`src/rtl/combo_sender.sv`:
```
// combo_sender: dials a keypad combination MSB-first on zbut/obut and reports pass/fail/timeout.
// Optional `COMBO_RETRY_EN: resend the code once after a first response timeout; adds output retried.
module combo_sender #(
   parameter int unsigned CODE_LEN     = 4,
   parameter int unsigned GAP_CYCLES   = 0,
   parameter int unsigned RESP_TIMEOUT = 8
) (
   input  logic                clk,
   input  logic                reset,
   input  logic                start,
   input  logic [CODE_LEN-1:0] code,
   input  logic                ulck_in,
   input  logic                rsto_in,
   input  logic                lock_in,
   output logic                zbut,
   output logic                obut,
   output logic                busy,
   output logic                done,
   output logic                pass,
   output logic                fail,
   output logic                timeout
`ifdef COMBO_RETRY_EN
   ,
   output logic                retried
`endif
);

   localparam int unsigned MAX_GR     = (GAP_CYCLES > RESP_TIMEOUT) ? GAP_CYCLES : RESP_TIMEOUT;
   localparam int unsigned MAX_ALL    = (MAX_GR > CODE_LEN) ? MAX_GR : CODE_LEN;
   localparam int unsigned CNT_W      = (MAX_ALL > 0) ? $clog2(MAX_ALL + 1) : 1;
   localparam int unsigned GAP_LAST   = (GAP_CYCLES > 0) ? GAP_CYCLES - 1 : 0;
   localparam int unsigned RESP_LAST  = (RESP_TIMEOUT > 0) ? RESP_TIMEOUT - 1 : 0;
   localparam int unsigned PRESS_LAST = (CODE_LEN > 0) ? CODE_LEN - 1 : 0;

   localparam logic [2:0] S_IDLE   = 3'd0;
   localparam logic [2:0] S_PRESS  = 3'd1;
   localparam logic [2:0] S_GAP    = 3'd2;
   localparam logic [2:0] S_WAIT   = 3'd3;
   localparam logic [2:0] S_REPORT = 3'd4;

   localparam logic [1:0] R_NONE    = 2'd0;
   localparam logic [1:0] R_PASS    = 2'd1;
   localparam logic [1:0] R_FAIL    = 2'd2;
   localparam logic [1:0] R_TIMEOUT = 2'd3;

   logic [2:0]          state_q, state_d;
   logic [CODE_LEN-1:0] shift_q, shift_d;
   logic [CNT_W-1:0]    idx_q, idx_d;
   logic [CNT_W-1:0]    cnt_q, cnt_d;
   logic                zbut_q, zbut_d;
   logic                obut_q, obut_d;
   logic                busy_q, busy_d;
   logic                done_q, done_d;
   logic                pass_q, pass_d;
   logic                fail_q, fail_d;
   logic                timeout_q, timeout_d;
   logic [1:0]          res;
`ifdef COMBO_RETRY_EN
   logic [CODE_LEN-1:0] code_q, code_d;
   logic                retried_q, retried_d;
`endif

   // lock_in is status only and never steers the sequence
   logic unused_lock;
   assign unused_lock = lock_in;

   // next-state, counters and registered output values
   always_comb begin
      state_d   = state_q;
      shift_d   = shift_q;
      idx_d     = idx_q;
      cnt_d     = cnt_q;
      pass_d    = pass_q;
      fail_d    = fail_q;
      timeout_d = timeout_q;
      res       = R_NONE;
`ifdef COMBO_RETRY_EN
      code_d    = code_q;
      retried_d = retried_q;
`endif

      case (state_q)
         S_IDLE: begin
            if (start) begin
               state_d   = S_PRESS;
               shift_d   = code;
               idx_d     = '0;
               cnt_d     = '0;
               pass_d    = 1'b0;
               fail_d    = 1'b0;
               timeout_d = 1'b0;
`ifdef COMBO_RETRY_EN
               code_d    = code;
               retried_d = 1'b0;
`endif
            end
         end
         S_PRESS: begin
            if (rsto_in) begin
               state_d = S_REPORT;
               res     = R_FAIL;
            end else begin
               shift_d = shift_q << 1;
               cnt_d   = '0;
               if (idx_q == CNT_W'(PRESS_LAST)) begin
                  state_d = S_WAIT;
               end else begin
                  idx_d   = idx_q + CNT_W'(1);
                  state_d = (GAP_CYCLES > 0) ? S_GAP : S_PRESS;
               end
            end
         end
         S_GAP: begin
            if (rsto_in) begin
               state_d = S_REPORT;
               res     = R_FAIL;
            end else if (cnt_q == CNT_W'(GAP_LAST)) begin
               cnt_d   = '0;
               state_d = S_PRESS;
            end else begin
               cnt_d = cnt_q + CNT_W'(1);
            end
         end
         S_WAIT: begin
            // rsto wins over ulck when both arrive together
            if (rsto_in) begin
               state_d = S_REPORT;
               res     = R_FAIL;
            end else if (ulck_in) begin
               state_d = S_REPORT;
               res     = R_PASS;
            end else if (cnt_q == CNT_W'(RESP_LAST)) begin
`ifdef COMBO_RETRY_EN
               if (!retried_q) begin
                  state_d   = S_PRESS;
                  shift_d   = code_q;
                  idx_d     = '0;
                  cnt_d     = '0;
                  retried_d = 1'b1;
               end else begin
                  state_d = S_REPORT;
                  res     = R_TIMEOUT;
               end
`else
               state_d = S_REPORT;
               res     = R_TIMEOUT;
`endif
            end else begin
               cnt_d = cnt_q + CNT_W'(1);
            end
         end
         S_REPORT: begin
            state_d = S_IDLE;
         end
         default: begin
            state_d = S_IDLE;
         end
      endcase

      case (res)
         R_PASS:    pass_d    = 1'b1;
         R_FAIL:    fail_d    = 1'b1;
         R_TIMEOUT: timeout_d = 1'b1;
         default:   ;
      endcase

      // outputs follow the state being entered so they line up with it
      obut_d = (state_d == S_PRESS) &  shift_d[CODE_LEN-1];
      zbut_d = (state_d == S_PRESS) & ~shift_d[CODE_LEN-1];
      busy_d = (state_d == S_PRESS) || (state_d == S_GAP) || (state_d == S_WAIT);
      done_d = (state_d == S_REPORT);
   end

   always_ff @(posedge clk) begin
      if (reset) begin
         state_q   <= S_IDLE;
         shift_q   <= '0;
         idx_q     <= '0;
         cnt_q     <= '0;
         zbut_q    <= 1'b0;
         obut_q    <= 1'b0;
         busy_q    <= 1'b0;
         done_q    <= 1'b0;
         pass_q    <= 1'b0;
         fail_q    <= 1'b0;
         timeout_q <= 1'b0;
`ifdef COMBO_RETRY_EN
         code_q    <= '0;
         retried_q <= 1'b0;
`endif
      end else begin
         state_q   <= state_d;
         shift_q   <= shift_d;
         idx_q     <= idx_d;
         cnt_q     <= cnt_d;
         zbut_q    <= zbut_d;
         obut_q    <= obut_d;
         busy_q    <= busy_d;
         done_q    <= done_d;
         pass_q    <= pass_d;
         fail_q    <= fail_d;
         timeout_q <= timeout_d;
`ifdef COMBO_RETRY_EN
         code_q    <= code_d;
         retried_q <= retried_d;
`endif
      end
   end

   assign zbut    = zbut_q;
   assign obut    = obut_q;
   assign busy    = busy_q;
   assign done    = done_q;
   assign pass    = pass_q;
   assign fail    = fail_q;
   assign timeout = timeout_q;
`ifdef COMBO_RETRY_EN
   assign retried = retried_q;
`endif

endmodule

```
`config.mk`:
```
export PLATFORM = sky130hd
export DESIGN_NAME = combo_sender
export DESIGN_NICKNAME = d
export VERILOG_FILES = /design/src/rtl/combo_sender.sv
export SDC_FILE = /design/constraint.sdc
export NUM_CORES = 1
export LEC_CHECK = 0
export BUFFER_PORTS_ARGS = -buffer_cell sky130_fd_sc_hd__buf_2
export CORE_MARGIN = 2
export CORE_UTILIZATION = 50
export CTS_CLUSTER_DIAMETER = 40
export DETAILED_ROUTE_END_ITERATION = 12
export PLACE_DENSITY = 0.77
export SYNTH_ARGS = -nofsm -noshare
export SYNTH_HDL_FRONTEND = slang
export SYNTH_SLANG_ARGS = --single-unit
```
`constraint.sdc`:
```
create_clock -name clk -period 4.8 [get_ports clk]
set_clock_uncertainty 0.2 [all_clocks]
set_input_delay 0.24 -clock clk [delete_from_list [all_inputs] [get_ports clk]]
set_output_delay 0.24 -clock clk [all_outputs]
set_load 0.005 [all_outputs]
```
==> reports/results.md, run 1 <==
| Item | This run |
|:---|:---|
| Outcome | finished clean |
| Total I/O pin count | 17 |
| Share of the yosys chip area belonging to registers | 0.396 |
| Internal reg-to-reg setup slack | 2730 ps |
| Static leakage | 0.000491 uW |
| Reg-to-reg startpoint | state_q[0] |
| Die Area | 0.00262 sq mm |
| Area growth from synthesis to layout | 12.6% |
| TritonCTS clock tree | yes |
| Detailed placer's ending HPWL | 1650 um |
| Number of enable flip-flop cells after synthesis | 0 |
| Cts bufs inserted | 3 |
| Min Hold Slack | 14.6 ps |
| First-pass GRT wire length | 4020 um |
| Number of global-route vias before repair | 950 |
| Slew Limit Fails | 0 |
| Largest net degree at the start of global routing | 16 |
| Standard-cell row count | 17 |
| Startpoint-to-endpoint class of the critical path | reg -> reg |
| Clock power frac | 0.289 |
| Instance count of the mapped netlist | 122 |
| Reported max-cap violation count | 0 |
| Class of the worst hold path | in -> reg |
| Post-CTS clock slew at the launch and capture registers of the worst setup and hold paths | 120 ps |
| Via density per instance | 6.05 |
| Detailed Route WL | 2320 um |
| Crit-path leading delay family | simple AND/OR/NAND/NOR gates |
| Maximum clock path buffer count | 2 |
| Number of diodes added for antenna fixing | 0 |
| Number of antenna violations at the first check in global routing | 0 |
| Number of antenna-violating nets in the routed design | 0 |
| CP endpoint kind | flop |
| Sum of buffers and inverters on the critical path | 0 |
| Most common cell after layout, fill and taps aside | sky130_fd_sc_hd__dfxtp_1 |
| Setup repair after global routing missed its margin | false |
| Crit path required time | 4860 ps |
| Final setup fails | 0 |
| Register area | 440 sq um |
| Total track usage | 0.203 |
| Slowest cell delay on critical path | 680 ps |
| Count of input and output buffers | 15 |
| Die outline height | 51.2 um |
| WL/cell | 14.0 um |
| Final period demand of the worst path | 2070 ps |
| Area of the multi-input gates | 616 sq um |
| Chain of cells forming the critical path | nor4b_2 > nor2_2 > a21oi_2 > nor3b_2 |
| End-of-flow core utilization | 0.583 |
| Final Wtd Congestion | 0.814 |
| Placeable core region | 0.00215 sq mm |
| Warning count from the yosys run | 0 |
| Max IR drop VDD | 0.280 mV |
| CTS-repair resized insts | 0 |
| Power per cell area | 282 mW/mm^2 |
| Number of levels the H-tree was split into | 1 |
| Rel. slew slack | 0.526 |
| Primary flip-flop cell chosen by synthesis mapping | sky130_fd_sc_hd__dfxtp_1 |
| Switching portion of total power | 0.264 |
| Initial standard-cell utilization of the core | 0.518 |
| Critical path peak fanout | 14 |
| Startpoint type of the worst setup path | flop |
| Synthesized cell area | 0.00111 sq mm |
| CTS root buf | sky130_fd_sc_hd__clkbuf_4 |
| Reg2Reg Capture Point | zbut |
| Highest-count cells in the layout ignoring fill and taps | sky130_fd_sc_hd__dfxtp_1, sky130_fd_sc_hd__buf_2, sky130_fd_sc_hd__nor2_1, sky130_fd_sc_hd__inv_1, sky130_fd_sc_hd__a21oi_1 |
| GRT Residual Overflow | 0 |
| Width of the die | 51.2 um |
| Net Sw Power | 93.5 uW |
| Fmax | 0.483 GHz |
| Logic depth of the worst setup path including buffers | 4 |
| Worst skew pair latency | 320 ps |
| Arrival @ worst endpoint | 2130 ps |
| Layout cell share with drive strength beyond 1 | 0.232 |
| FF+latch count, synth | 22 |
| Final-stage net count | 152 |
| Crit path max-delay cell type | sky130_fd_sc_hd__dfxtp_1 |
| Net count after synthesis | 135 |
| Final critical-path share of the clock period | 0.431 |
| Total count of hold-check failures in the final report | 0 |
| Syn_area_per_cell | 9.12 sq um |
| Internal portion of total power | 260 uW |
| DRC violations left | 0 |
| Setup TNS | 0 ps |
| Share of total power in sequential cells | 0.563 |
| Iteration-0 DRC count of the detailed router | 24 |
| Cell area after placement | 0.00120 sq mm |
| Async set or reset register ratio after synthesis | 0 |
| CTS sink cnt | 22 |
| Filler cells | 199 |
| Final std cell area, no fill | 0.00125 sq mm |
| Vias post-DR | 1004 |
| First-pass iteration count of the detailed router | 4 |
| Measured slew at the worst slew-check pin | 709 ps |
| Number of distinct library cells after synthesis | 46 |
| FF-to-FF path depth | 4 |
| Critical path capture point | zbut |
| Comb pwr share | 0.147 |
| Worst setup path start | state_q[0] |
-- per-layer routing --
layer  global-route usage  vias to the layer above  wire, um
met4               0.0405                        0        36
met1                0.245                      474       999
met2                0.353                       33      1140
li1                     -                      488         -
met3               0.0614                        9       149
met5                    0                        -         0
-- power groups by stage --
stage / logic (uW) / clock network [uW] / registers (uW)
5_1_grt: 58.5 / 112 / 201
3_5_place_dp: 50.5 / 0 / 203
4_1_cts: 52.0 / 104 / 199
6_report: 52.2 / 102 / 199
2_1_floorplan: 39.3 / 0 / 200
3_3_place_gp: 48.8 / 0 / 203
-- worst min-delay path: stages --
cell,delay (ps)
sky130_fd_sc_hd__buf_2,80
sky130_fd_sc_hd__a22oi_1,60
sky130_fd_sc_hd__a21oi_1,110
-- area by class of cell --
class | count | area share
multi-input cells | 87 | 0.492
flip-flops and latches | 22 | 0.352
repair buffers | 17 | 0.0759
clock buffers | 4 | 0.0290
well taps | 28 | 0.0280
inverters | 8 | 0.0240
-- synth_stat cells (all sizes together), types with 2 or more instances --
master	n	area [sq um]
or3	2	12.5
buf	4	22.5
nor2	12	47.6
o32ai	2	17.5
nand3	3	15.0
a21boi	3	22.5
nor4b	3	38.8
nor2b	4	25.0
dfxtp	22	440
a22oi	3	22.5
ha	3	37.5
o21ai	4	20.0
nor3b	2	20.0
nor3	5	30.0
o31ai	4	43.8
a31oi	2	12.5
nand2	5	18.8
nand2b	3	26.3
nand4	3	18.8
a21oi	7	38.8
a31o	2	17.5
inv	8	30.0
-- worst min-delay path by stage --
stage	end	slack [ps]	depth (start not counted)	startpoint
final	shift_q[1]	10	3	code[1]
after global placement	shift_q[2]	240	2	shift_q[2]
after floorplan	shift_q[0]	200	2	code[0]
after CTS	shift_q[1]	10	3	code[1]
after global routing	shift_q[1]	20	3	code[1]
after detailed placement	shift_q[1]	250	2	shift_q[1]
-- what timing repair did --
action                                 CTS  global route
endpoints found under the hold margin    2             0
hold buffers                             2             0
buffers inserted                         0             0
-- per-stage QoR --
stage               setup WS [ps]  power [uW]  std cells
floorplan                    3050         239        122
global placement             2810         252        160
detailed placement           2750         254        160
CTS                          2720         356        166
global route                 2540         372        166
finish                       2730         354        166
-- cell families after synthesis --
group | synth area share
flops | 0.396
compound gates | 0.220
buf+inv | 0.0506
mux | 0.00900
fa+ha+maj | 0.0427
simple gates | 0.281
-- state kept, by name (all words and copies together) (netlist names) --
name,flops
cnt_q,4
idx_q,4
shift_q,4
state_q,3
busy,1
done,1
fail,1
obut,1
pass,1
timeout,1
zbut,1
No activity file was read; power rests on OpenSTA's default activity.
==> run 2: changes to the inputs <==
Settings changed: CORE_UTILIZATION 50 to 49, PLACE_DENSITY 0.77 to 0.78.
Clock period 4.8 ns to 1.8 ns, I/O delays scaled along.
==> reports/results.md, run 2 (synthesis gave the netlist of run 1 again) <==
| Item | This run | vs previous |
|:---|:---|:---|
| Outcome | complete, but fails checks |  |
| Failing checks | setup timing |  |
| First-pass GRT wire length | 4290 um | +6.9% |
| Global routing's busiest layer | met2 |  |
| Share of total power in sequential cells | 0.555 | -0.008 |
| Vias post-DR | 1053 | +4.9% |
| Number of global-route vias before repair | 1011 | +6.4% |
| Crit path required time | 1810 ps | -3050 ps |
| Max IR drop VDD | 0.510 mV | +82% |
| Fmax | 0.552 GHz | +14% |
| Detailed Route WL | 2850 um | +23% |
| Internal portion of total power | 689 uW | +160% |
| Net Sw Power | 268 uW | +190% |
| Chain of cells forming the critical path | inv_2 > ha_4 > or3b_4 > a32oi_2 > o31ai_4 > nor2b_2 |  |
| CP endpoint kind | flop |  |
| Sum of buffers and inverters on the critical path | 1 | +1 |
| Highest-count cells in the layout ignoring fill and taps | sky130_fd_sc_hd__dfxtp_1, sky130_fd_sc_hd__buf_2, sky130_fd_sc_hd__buf_4, sky130_fd_sc_hd__nor2_1 |  |
| Slew Limit Fails | 0 | unchanged |
| Worst skew pair latency | 310 ps | about the same |
| First-pass iteration count of the detailed router | 4 | unchanged |
| Largest registers | cnt_q x4, idx_q x4, shift_q x4 |  |
| Most common cell after layout, fill and taps aside | sky130_fd_sc_hd__dfxtp_1 |  |
| Cell area after placement | 0.00129 sq mm | +7.5% |
| Startpoint type of the worst setup path | flop |  |
| TritonCTS clock tree | yes |  |
| WL/cell | 15.6 um | +11% |
| Final setup fails | 1 | +1 |
| Post-CTS clock slew at the launch and capture registers of the worst setup and hold paths | 110 ps | about the same |
| Iteration-0 DRC count of the detailed router | 20 | -17% |
| CTS sink cnt | 22 | unchanged |
| Rel. slew slack | 0.663 | +0.137 |
| Comb pwr share | 0.212 | +0.065 |
| Width of the die | 51.6 um | +0.94% |
| Arrival @ worst endpoint | 1820 ps | -310 ps |
| Count of input and output buffers | 15 | unchanged |
| Min setup slack post-route | -11.7 ps | -2740 ps |
| Setup TNS | -11.7 ps | -11.7 ps |
| Crit path max-delay cell type | sky130_fd_sc_hd__or3b_4 |  |
| Final Wtd Congestion | 0.861 | +5.8% |
| Die outline height | 51.6 um | +0.94% |
| Final-stage net count | 170 | +12% |
| Layout cell share with drive strength beyond 1 | 0.426 | +0.194 |
| Final critical-path share of the clock period | 1.01 | +0.575 |
| Total count of hold-check failures in the final report | 0 | unchanged |
| Setup repair after global routing missed its margin | true |  |
| Total track usage | 0.215 | +0.0124 |
| Static leakage | 0.000593 uW | +21% |
| Cts bufs inserted | 3 | unchanged |
| Detailed placer's ending HPWL | 1820 um | +11% |
| Area growth from synthesis to layout | 32.7% |  |
| Measured slew at the worst slew-check pin | 493 ps | -216 ps |
| Global-route met3 utilization | 0.0287 | -0.0327 |
| Critical path peak fanout | 3 | -11 |
| Reported max-cap violation count | 0 | unchanged |
| Number of levels the H-tree was split into | 1 | unchanged |
| Startpoint-to-endpoint class of the critical path | reg -> reg |  |
| Standard-cell row count | 17 | unchanged |
| Initial standard-cell utilization of the core | 0.513 | -0.00508 |
| Crit-path leading delay family | simple AND/OR/NAND/NOR gates |  |
| Final std cell area, no fill | 0.00148 sq mm | +18% |
| Clock power frac | 0.233 | -0.056 |
| Fraction of met1 tracks used by global routing | 0.255 | +0.00997 |
| Die Area | 0.00267 sq mm | +1.9% |
| Slowest cell delay on critical path | 390 ps | -290 ps |
| Switching portion of total power | 0.280 | +0.0156 |
| Met2 Track Usage GR | 0.361 | +0.00830 |
| Number of antenna violations at the first check in global routing | 0 | unchanged |
| GRT Residual Overflow | 0 | unchanged |
| Total I/O pin count | 17 | unchanged |
| Placeable core region | 0.00217 sq mm | +0.99% |
| Number of antenna-violating nets in the routed design | 0 | unchanged |
| Class of the worst hold path | in -> reg |  |
| Via density per instance | 5.75 | -4.9% |
| Total power draw | 957 uW | +170% |
| Maximum clock path buffer count | 2 | unchanged |
| CTS root buf | sky130_fd_sc_hd__clkbuf_4 |  |
| Number of diodes added for antenna fixing | 0 | unchanged |
| Largest net degree at the start of global routing | 12 | -4 |
| Min Hold Slack | 32.4 ps | +17.8 ps |
| Power per cell area | 648 mW/mm^2 | +130% |
| Final period demand of the worst path | 1810 ps | -258 ps |
| DRC violations left | 0 | unchanged |
-- run 2: layout make-up --
cell class                 instances  area, sq um
sequential                        22          448
tap                               28         35.0
timing repair buffer              35          244
inverter                           8         30.0
multi-input combinational         87          697
clock buffer                       3         22.5
fill                             181          693
-- run 2: what timing repair did --
item,4_1_cts,5_1_grt
hold endpoints to repair,12,0
endpoints found under the setup margin,4,11
gates cloned,0,0
resized for setup,5,23
pin swaps,3,6
setup buffers,0,2
hold buffers,6,0
-- run 2: per-stage QoR --
step                std cells  worst slack, ps  utilization
detailed placement        172            -32.2        0.593
CTS                       181             5.09        0.636
finish                    183            -11.7        0.681
floorplan                 122             46.0            -
global placement          172             10.6        0.593
global route              183            -37.2        0.681
-- run 2: path summary, 6_finish.rpt --
| path | start | to | slack [ps] | depth (start not counted) |
|---|---|---|---|---|
| max | cnt_q[0] | state_q[1] | -10 | 6 |
| min | rsto_in | timeout | 30 | 3 |
| max reg2reg | cnt_q[0] | state_q[1] | -10 | 6 |
| min reg2reg | shift_q[1] | shift_q[1] | 290 | 2 |
-- run 2: routing by layer --
layer | part of all wire | vias up
met5 | 0 | -
met4 | 0.015 | 0
li1 | - | 516
met2 | 0.50 | 37
met3 | 0.046 | 4
met1 | 0.44 | 496
-- run 2: tightest hold or removal path: stages --
cell	delay, ps
sky130_fd_sc_hd__buf_2	170
sky130_fd_sc_hd__a31oi_1	160
sky130_fd_sc_hd__o32ai_1	80
-- run 2: power by group through the flow --
| stage | clock (uW) | combinational [uW] | sequential [uW] |
|---|---|---|---|
| final | 223 | 203 | 531 |
| after global routing | 240 | 220 | 534 |
| after global placement | 0 | 159 | 537 |
| after detailed placement | 0 | 164 | 539 |
| after floorplan | 0 | 105 | 533 |
| after CTS | 226 | 178 | 528 |
